===== src/rtl/sim_ctrl.sv =====
// Simulation controller: holds the DUT in reset, runs it, and decides pass/fail
// from halt, error, timeout and stall conditions, with counters for cycles and commits.
module sim_ctrl #(
  parameter int unsigned CHANNELS     = 8,
  parameter int unsigned RST_CYCLES   = 2,
  parameter int unsigned DRAIN_CYCLES = 5,
  parameter int unsigned STALL_LIMIT  = 10000,
  parameter int unsigned CNT_W        = 64
) (
  input  logic                clk,
  input  logic                rst_n,
  input  logic [CNT_W-1:0]    timeout_cycles,
  input  logic [CHANNELS-1:0] commit,
  input  logic [CHANNELS-1:0] halt,
  input  logic                mon_error,
  input  logic                mem_error,
  output logic                dut_rst,
  output logic                done,
  output logic                pass,
  output logic                fail,
  output logic [2:0]          fail_cause,
  output logic [CNT_W-1:0]    cycle_count,
  output logic [CNT_W-1:0]    commit_count
);

  localparam int unsigned PW = $clog2(CHANNELS + 1);
  localparam int unsigned RW = (RST_CYCLES > 1) ? $clog2(RST_CYCLES) : 1;
  localparam int unsigned DW = (DRAIN_CYCLES > 1) ? $clog2(DRAIN_CYCLES) : 1;
  localparam int unsigned SW = (STALL_LIMIT > 1) ? $clog2(STALL_LIMIT) : 1;
  localparam logic [RW-1:0]    RST_LAST   = RW'(RST_CYCLES - 1);
  localparam logic [DW-1:0]    DRAIN_LAST = DW'((DRAIN_CYCLES == 0) ? 0 : DRAIN_CYCLES - 1);
  localparam logic [SW-1:0]    STALL_LAST = SW'((STALL_LIMIT == 0) ? 0 : STALL_LIMIT - 1);
  localparam logic [CNT_W-1:0] TMO_ONE    = CNT_W'(1);

  typedef enum logic [1:0] {S_HOLD, S_RUN, S_DRAIN, S_DONE} state_t;

  state_t           r_state, w_state_nxt;
  logic [RW-1:0]    r_rst_cnt;
  logic [DW-1:0]    r_drain_cnt;
  logic [SW-1:0]    r_stall;
  logic [CNT_W-1:0] r_tmo;
  logic [CNT_W-1:0] r_cycles;
  logic [CNT_W-1:0] r_commits;
  logic [2:0]       r_cause_pend;
  logic [2:0]       r_cause;
  logic             r_pass;
  logic             r_fail;

  logic [PW-1:0]    w_pop;
  logic [CNT_W:0]   w_sum;
  logic             w_tmo_hit;
  logic             w_stall_hit;
  logic             w_end_pass;
  logic             w_end_fail;
  logic [2:0]       w_end_cause;
  logic [2:0]       w_err_cause;

  always_comb begin
    w_pop = '0;
    for (int unsigned i = 0; i < CHANNELS; i++) w_pop = w_pop + PW'(commit[i]);
  end

  // One extra bit catches the carry so the commit total can saturate instead of wrapping.
  assign w_sum       = {1'b0, r_commits} + {{(CNT_W + 1 - PW){1'b0}}, w_pop};
  assign w_tmo_hit   = (r_tmo == TMO_ONE);
  assign w_stall_hit = (STALL_LIMIT != 0) && (commit == '0) && (r_stall == STALL_LAST);

  always_ff @(posedge clk or negedge rst_n) begin
    if (!rst_n) r_state <= S_HOLD;
    else        r_state <= w_state_nxt;
  end

  always_comb begin
    w_state_nxt = r_state;
    w_end_pass  = 1'b0;
    w_end_fail  = 1'b0;
    w_end_cause = '0;
    w_err_cause = '0;
    case (r_state)
      S_HOLD: if (r_rst_cnt == RST_LAST) w_state_nxt = S_RUN;
      S_RUN: begin
        if (mon_error)      w_err_cause = 3'd1;
        else if (mem_error) w_err_cause = 3'd2;
        else if (|halt) begin
          w_end_pass  = 1'b1;
          w_state_nxt = S_DONE;
        end else if (w_tmo_hit) begin
          w_end_fail  = 1'b1;
          w_end_cause = 3'd3;
          w_state_nxt = S_DONE;
        end else if (w_stall_hit) begin
          w_end_fail  = 1'b1;
          w_end_cause = 3'd4;
          w_state_nxt = S_DONE;
        end
        if (w_err_cause != '0) begin
          if (DRAIN_CYCLES == 0) begin
            w_end_fail  = 1'b1;
            w_end_cause = w_err_cause;
            w_state_nxt = S_DONE;
          end else begin
            w_state_nxt = S_DRAIN;
          end
        end
      end
      S_DRAIN: if (r_drain_cnt == DRAIN_LAST) begin
        w_end_fail  = 1'b1;
        w_end_cause = r_cause_pend;
        w_state_nxt = S_DONE;
      end
      S_DONE: ;
      default: w_state_nxt = S_HOLD;
    endcase
  end

  always_ff @(posedge clk or negedge rst_n) begin
    if (!rst_n) begin
      r_rst_cnt    <= '0;
      r_drain_cnt  <= '0;
      r_stall      <= '0;
      r_tmo        <= '0;
      r_cycles     <= '0;
      r_commits    <= '0;
      r_cause_pend <= '0;
      r_cause      <= '0;
      r_pass       <= 1'b0;
      r_fail       <= 1'b0;
    end else begin
      case (r_state)
        S_HOLD: begin
          if (r_rst_cnt == RST_LAST) r_tmo <= timeout_cycles;
          else                       r_rst_cnt <= r_rst_cnt + RW'(1);
        end
        S_RUN: begin
          if (!(&r_cycles)) r_cycles <= r_cycles + CNT_W'(1);
          r_commits <= w_sum[CNT_W] ? '1 : w_sum[CNT_W-1:0];
          if (commit != '0)
            r_stall <= '0;
          else if ((STALL_LIMIT != 0) && (r_stall != STALL_LAST))
            r_stall <= r_stall + SW'(1);
          // A zero budget never reaches 1, which is what disables the timeout.
          if (r_tmo != '0) r_tmo <= r_tmo - CNT_W'(1);
          r_cause_pend <= w_err_cause;
          r_drain_cnt  <= '0;
        end
        S_DRAIN: if (r_drain_cnt != DRAIN_LAST) r_drain_cnt <= r_drain_cnt + DW'(1);
        default: ;
      endcase
      if (w_end_pass) r_pass <= 1'b1;
      if (w_end_fail) begin
        r_fail  <= 1'b1;
        r_cause <= w_end_cause;
      end
    end
  end

  assign dut_rst      = (r_state == S_HOLD);
  assign pass         = r_pass;
  assign fail         = r_fail;
  assign done         = r_pass | r_fail;
  assign fail_cause   = r_cause;
  assign cycle_count  = r_cycles;
  assign commit_count = r_commits;

endmodule


===== config.mk =====
export PLATFORM = sky130hd
export DESIGN_NAME = sim_ctrl
export DESIGN_NICKNAME = d
export VERILOG_FILES = /design/src/rtl/sim_ctrl.sv
export SDC_FILE = /design/constraint.sdc
export NUM_CORES = 1
export LEC_CHECK = 0
export ABC_AREA = 1
export BUFFER_PORTS_ARGS = -buffer_cell sky130_fd_sc_hd__buf_4
export CAP_MARGIN = 5
export CORE_UTILIZATION = 54
export CTS_CLUSTER_SIZE = 10
export DETAILED_ROUTE_END_ITERATION = 8
export PLACE_DENSITY = 0.89
export SKIP_CTS_REPAIR_TIMING = 1
export SYNTH_ARGS = -nofsm -noshare
export SYNTH_HDL_FRONTEND = slang
export SYNTH_SLANG_ARGS = --single-unit

===== constraint.sdc =====
create_clock -name clk -period 3.05 [get_ports clk]
set_clock_uncertainty 0.05 [all_clocks]
set_input_delay 0.61 -clock clk [delete_from_list [all_inputs] [get_ports clk]]
set_output_delay 0.61 -clock clk [all_outputs]
set_load 0.05 [all_outputs]

==> summary.txt <==
Die
  – Ports: 219
  – Die footprint: between 30000 and 40000 sq um
  – Initial core utilization: 0.553
  – Chip height: 174 um
  – FP Rows: 62
  – Core area: just under 30000 sq um
  – Die width: about 170 um

Synthesis
  – Count of different cell masters after synthesis: 37
  – Synthesized area: 16000 sq um
  – Yosys reg bits: between 200 and 250
  – Most used DFF post-synth: dfrtp_1
  – Largest cells by area after synthesis: dfrtp_1 (34%), nand2_1 (23%), nor2_1 (9.7%), nand3_1 (8.1%), inv_1 (6.3%)
  – Post-Syn Instances: 2597
  – Synth area leader: dfrtp_1
  – Synth Net Count: between 2k and 3k
  – Syn avg cell area: between 6 and 7 sq um
  – Post-synth EDFFs: 0
  – Post-synth ARST share: 1.00
  – Top-area cell type share of the netlist area: 0.343
  – Synthesis Warnings: 0
  – Sequential cell area fraction in the yosys report: 0.343

Routing
  – Wirelength per Cell: 17.2 um
  – First-pass detailed-route iteration total: 7
  – Antenna Nets Post-Route: 0
  – Initial DRC count: 2037
  – Vias/cell: 5.59
  – DRC: 0
  – Post-Route WL: roughly 56000 um
  – Total number of vias: 18.1k

Flow run
  – MaxCap Viol Count: 0

Layout
  – Layout cells sized above 1: 0.158
  – Layout area overhead: 22.3%
  – # fillers: 2598
  – Number of diodes: 0
  – Post-layout net count: 2951
  – Multi-input gate area: 9600 sq um
  – FF/Latch Area: 5480 sq um

Worst setup path
  – Crit path max fanout: 6
  – R2R Path Start: commit_count[0]
  – WP data arrival: 4.08 ns
  – Worst-path cell chain: buf_6 > fa_1 > inv_1 > fa_1 > fa_1 > fa_2 > inv_2 > fa_2 > nand2_4 > buf_4 > inv_4 > nand2_1 > nand2_2 > nand3_2 > nor2_4 > nand2_4 > clkbuf_16 > nand3_2 > nand2_2 > nand2_2
  – CP Launch Type: input port
  – RR Endpoint: commit_count[60]
  – Slowest CP cell: fa_1
  – Crit. End Element: flip-flop
  – Worst reg2reg path depth: 18
  – R2R setup slack: -0.32 ns
  – CP required: between 3 and 4 ns
  – CP peak stage delay: approximately 0.53 ns
  – WS Path Type: input port to flip-flop

Clock network
  – CTS root buffer: clkbuf_16
  – Skew-Pair Late Insertion Delay: between 0.5 and 0.6 ns
  – Num CTS Buffers: 27
  – TritonCTS Sinks: around 220
  – Clock Path Buffers: 3
  – H-Tree Depth: 1
  – CTS tree: done
  – Reg clk slew, reported paths: ~0.060 ns

Placed design
  – IO buf count: ~220
  – Detail Placement HPWL: between 40000 and 50000 um
  – GP Congestion: about 0.98

Status
  – Status: complete, but fails checks
  – Failing checks: hold timing, setup timing

Global route
  – First-pass GRT wire length: between 80000 and 90000 um
  – Total track usage: 0.360
  – Largest net degree at the start of global routing: 88
  – Vias in the first global route: 16.9k
  – Initial antenna violation count: 0
  – GRT Residual Overflow: 0

Timing
  – Final hold slack: -0.0213 ns
  – RSZ-0062 raised after global routing: yes
  – Slew @ Worst Pin: between 1 and 1.5 ns
  – Final setup fails: 64
  – Crit path time final: approximately 3.6 ns
  – Worst slew margin: 0.289
  – Fin crit share: 1.20
  – Fin. max-slew vios: 0
  – Endpoints failing hold: 27
  – Total negative slack: -35.38 ns
  – FMAX: between 200 and 300 MHz
  – Worst Setup Slack, final: -0.598 ns

Power
  – Total power: 14000 uW
  – Clk pwr share: 0.208
  – Net Sw Frac: 0.478
  – VDD IR-drop max: around 0.53 mV
  – PD cells: roughly 720 nW/um^2
  – Static Leak: 0.00971 uW
  – Switch Pwr: between 6000 and 7000 uW
  – Combinational fraction of design power: 0.463
  – Sequential power share: 0.329
  – Internal: between 7000 and 8000 uW

Min path
  – HP Class: input port to asynchronous set/reset pin
[registers in the layout, summed over array words and instances, names as in the netlist]
signal        cells
commit_count     64
cycle_count      64
r_tmo            64
r_stall          14
fail_cause        3
r_drain_cnt       3
r_cause_pend      2
r_state           2
fail              1
pass              1
r_rst_cnt         1
[per-layer routing]
layer  GRT usage  routed length (um)
met1       0.483               22900
met2       0.572               25200
met3      0.0529                4780
met4       0.174                2980
met5           0                   0
[logic make-up after synthesis]
logic type               share of synthesized area
flip-flops                                   0.343
adder cells (fa/ha/maj)                     0.0196
buffers and inverters                       0.0822
AO/OA/AOI/OAI                               0.0411
AND/OR/NAND/NOR                              0.477
XOR/XNOR                                    0.0372
[worst max path at each step]
stage | from | to | slack (ns) | cells after the start
global placement | commit[0] | commit_count[46] | -1.22 | 18
finish | commit[0] | commit_count[60] | -0.60 | 20
CTS | commit[0] | commit_count[22] | -0.72 | 18
detailed placement | commit[0] | commit_count[22] | -1.30 | 18
global route | commit[0] | commit_count[28] | -0.68 | 18
floorplan | commit[0] | commit_count[31] | -0.88 | 17
[cells in the final DEF (no fill, tap or decap), types with 3 or more instances in the layout]
master,netlist,layout
nand2_4,0,6
clkbuf_1,23,8
dfrtp_1,219,219
nand2_1,995,976
nor2_4,3,11
or2_2,45,44
nand3_1,260,218
xnor2_1,22,22
buf_4,2,253
a21oi_1,14,14
o21bai_1,4,4
fa_1,5,3
nor3_1,43,42
clkinv_2,1,3
and2_1,4,3
nand3b_1,8,8
o21ai_1,0,8
a31oi_1,4,4
o21ai_0,93,83
inv_2,3,4
clkbuf_16,0,30
o31ai_1,7,7
ha_1,17,16
nor2_1,413,401
inv_1,270,268
or2_0,3,3
nand2_2,4,17
nor2_2,5,9
buf_12,0,8
buf_6,8,5
nand4_1,44,44
nand3_2,3,45
xor2_1,46,46
[worst max-delay path, delay by kind of cell]
kind	cells	cell delay [ns]
buffers and inverters	6	0.62
adders and majority gates	5	2.06
and+or+nand+nor	9	0.80
[power by group through the flow]
stage,combinational [uW],sequential (uW),clock (uW)
floorplan,4060,4810,0
global placement,6000,4550,0
detailed placement,6210,4580,0
CTS,6240,4550,2940
global route,7270,4670,3040
finish,6500,4610,2920
[area by class of cell]
| class | count | area share |
|---|---|---|
| multi-input combinational | 2051 | 0.491 |
| timing repair buffer | 270 | 0.113 |
| inverter | 276 | 0.0532 |
| clock buffer | 37 | 0.0375 |
| sequential | 219 | 0.280 |
| tap | 384 | 0.0246 |
| clock inverter | 4 | 0.00122 |
[Yosys cell counts (all sizes together), types with 3 or more instances]
cell type	instances
a21oi	14
a31oi	4
and2	4
buf	28
clkbuf	23
clkinv	3
dfrtp	219
fa	5
ha	17
inv	273
nand2	999
nand3	263
nand3b	8
nand4	44
nor2	421
nor3	44
o21ai	93
o21bai	4
o31ai	7
or2	48
xnor2	22
xor2	46
[metrics by stage]
step	instances	utilization	setup WS, ns	area [sq um]
floorplan	2597	-	-0.876	16200
global placement	3193	0.637	-1.22	18400
detailed placement	3193	0.637	-1.30	18400
CTS	3234	0.663	-0.720	19200
global route	3241	0.676	-0.682	19600
finish	3241	0.676	-0.598	19600
No activity file was read; power rests on OpenSTA's default activity.
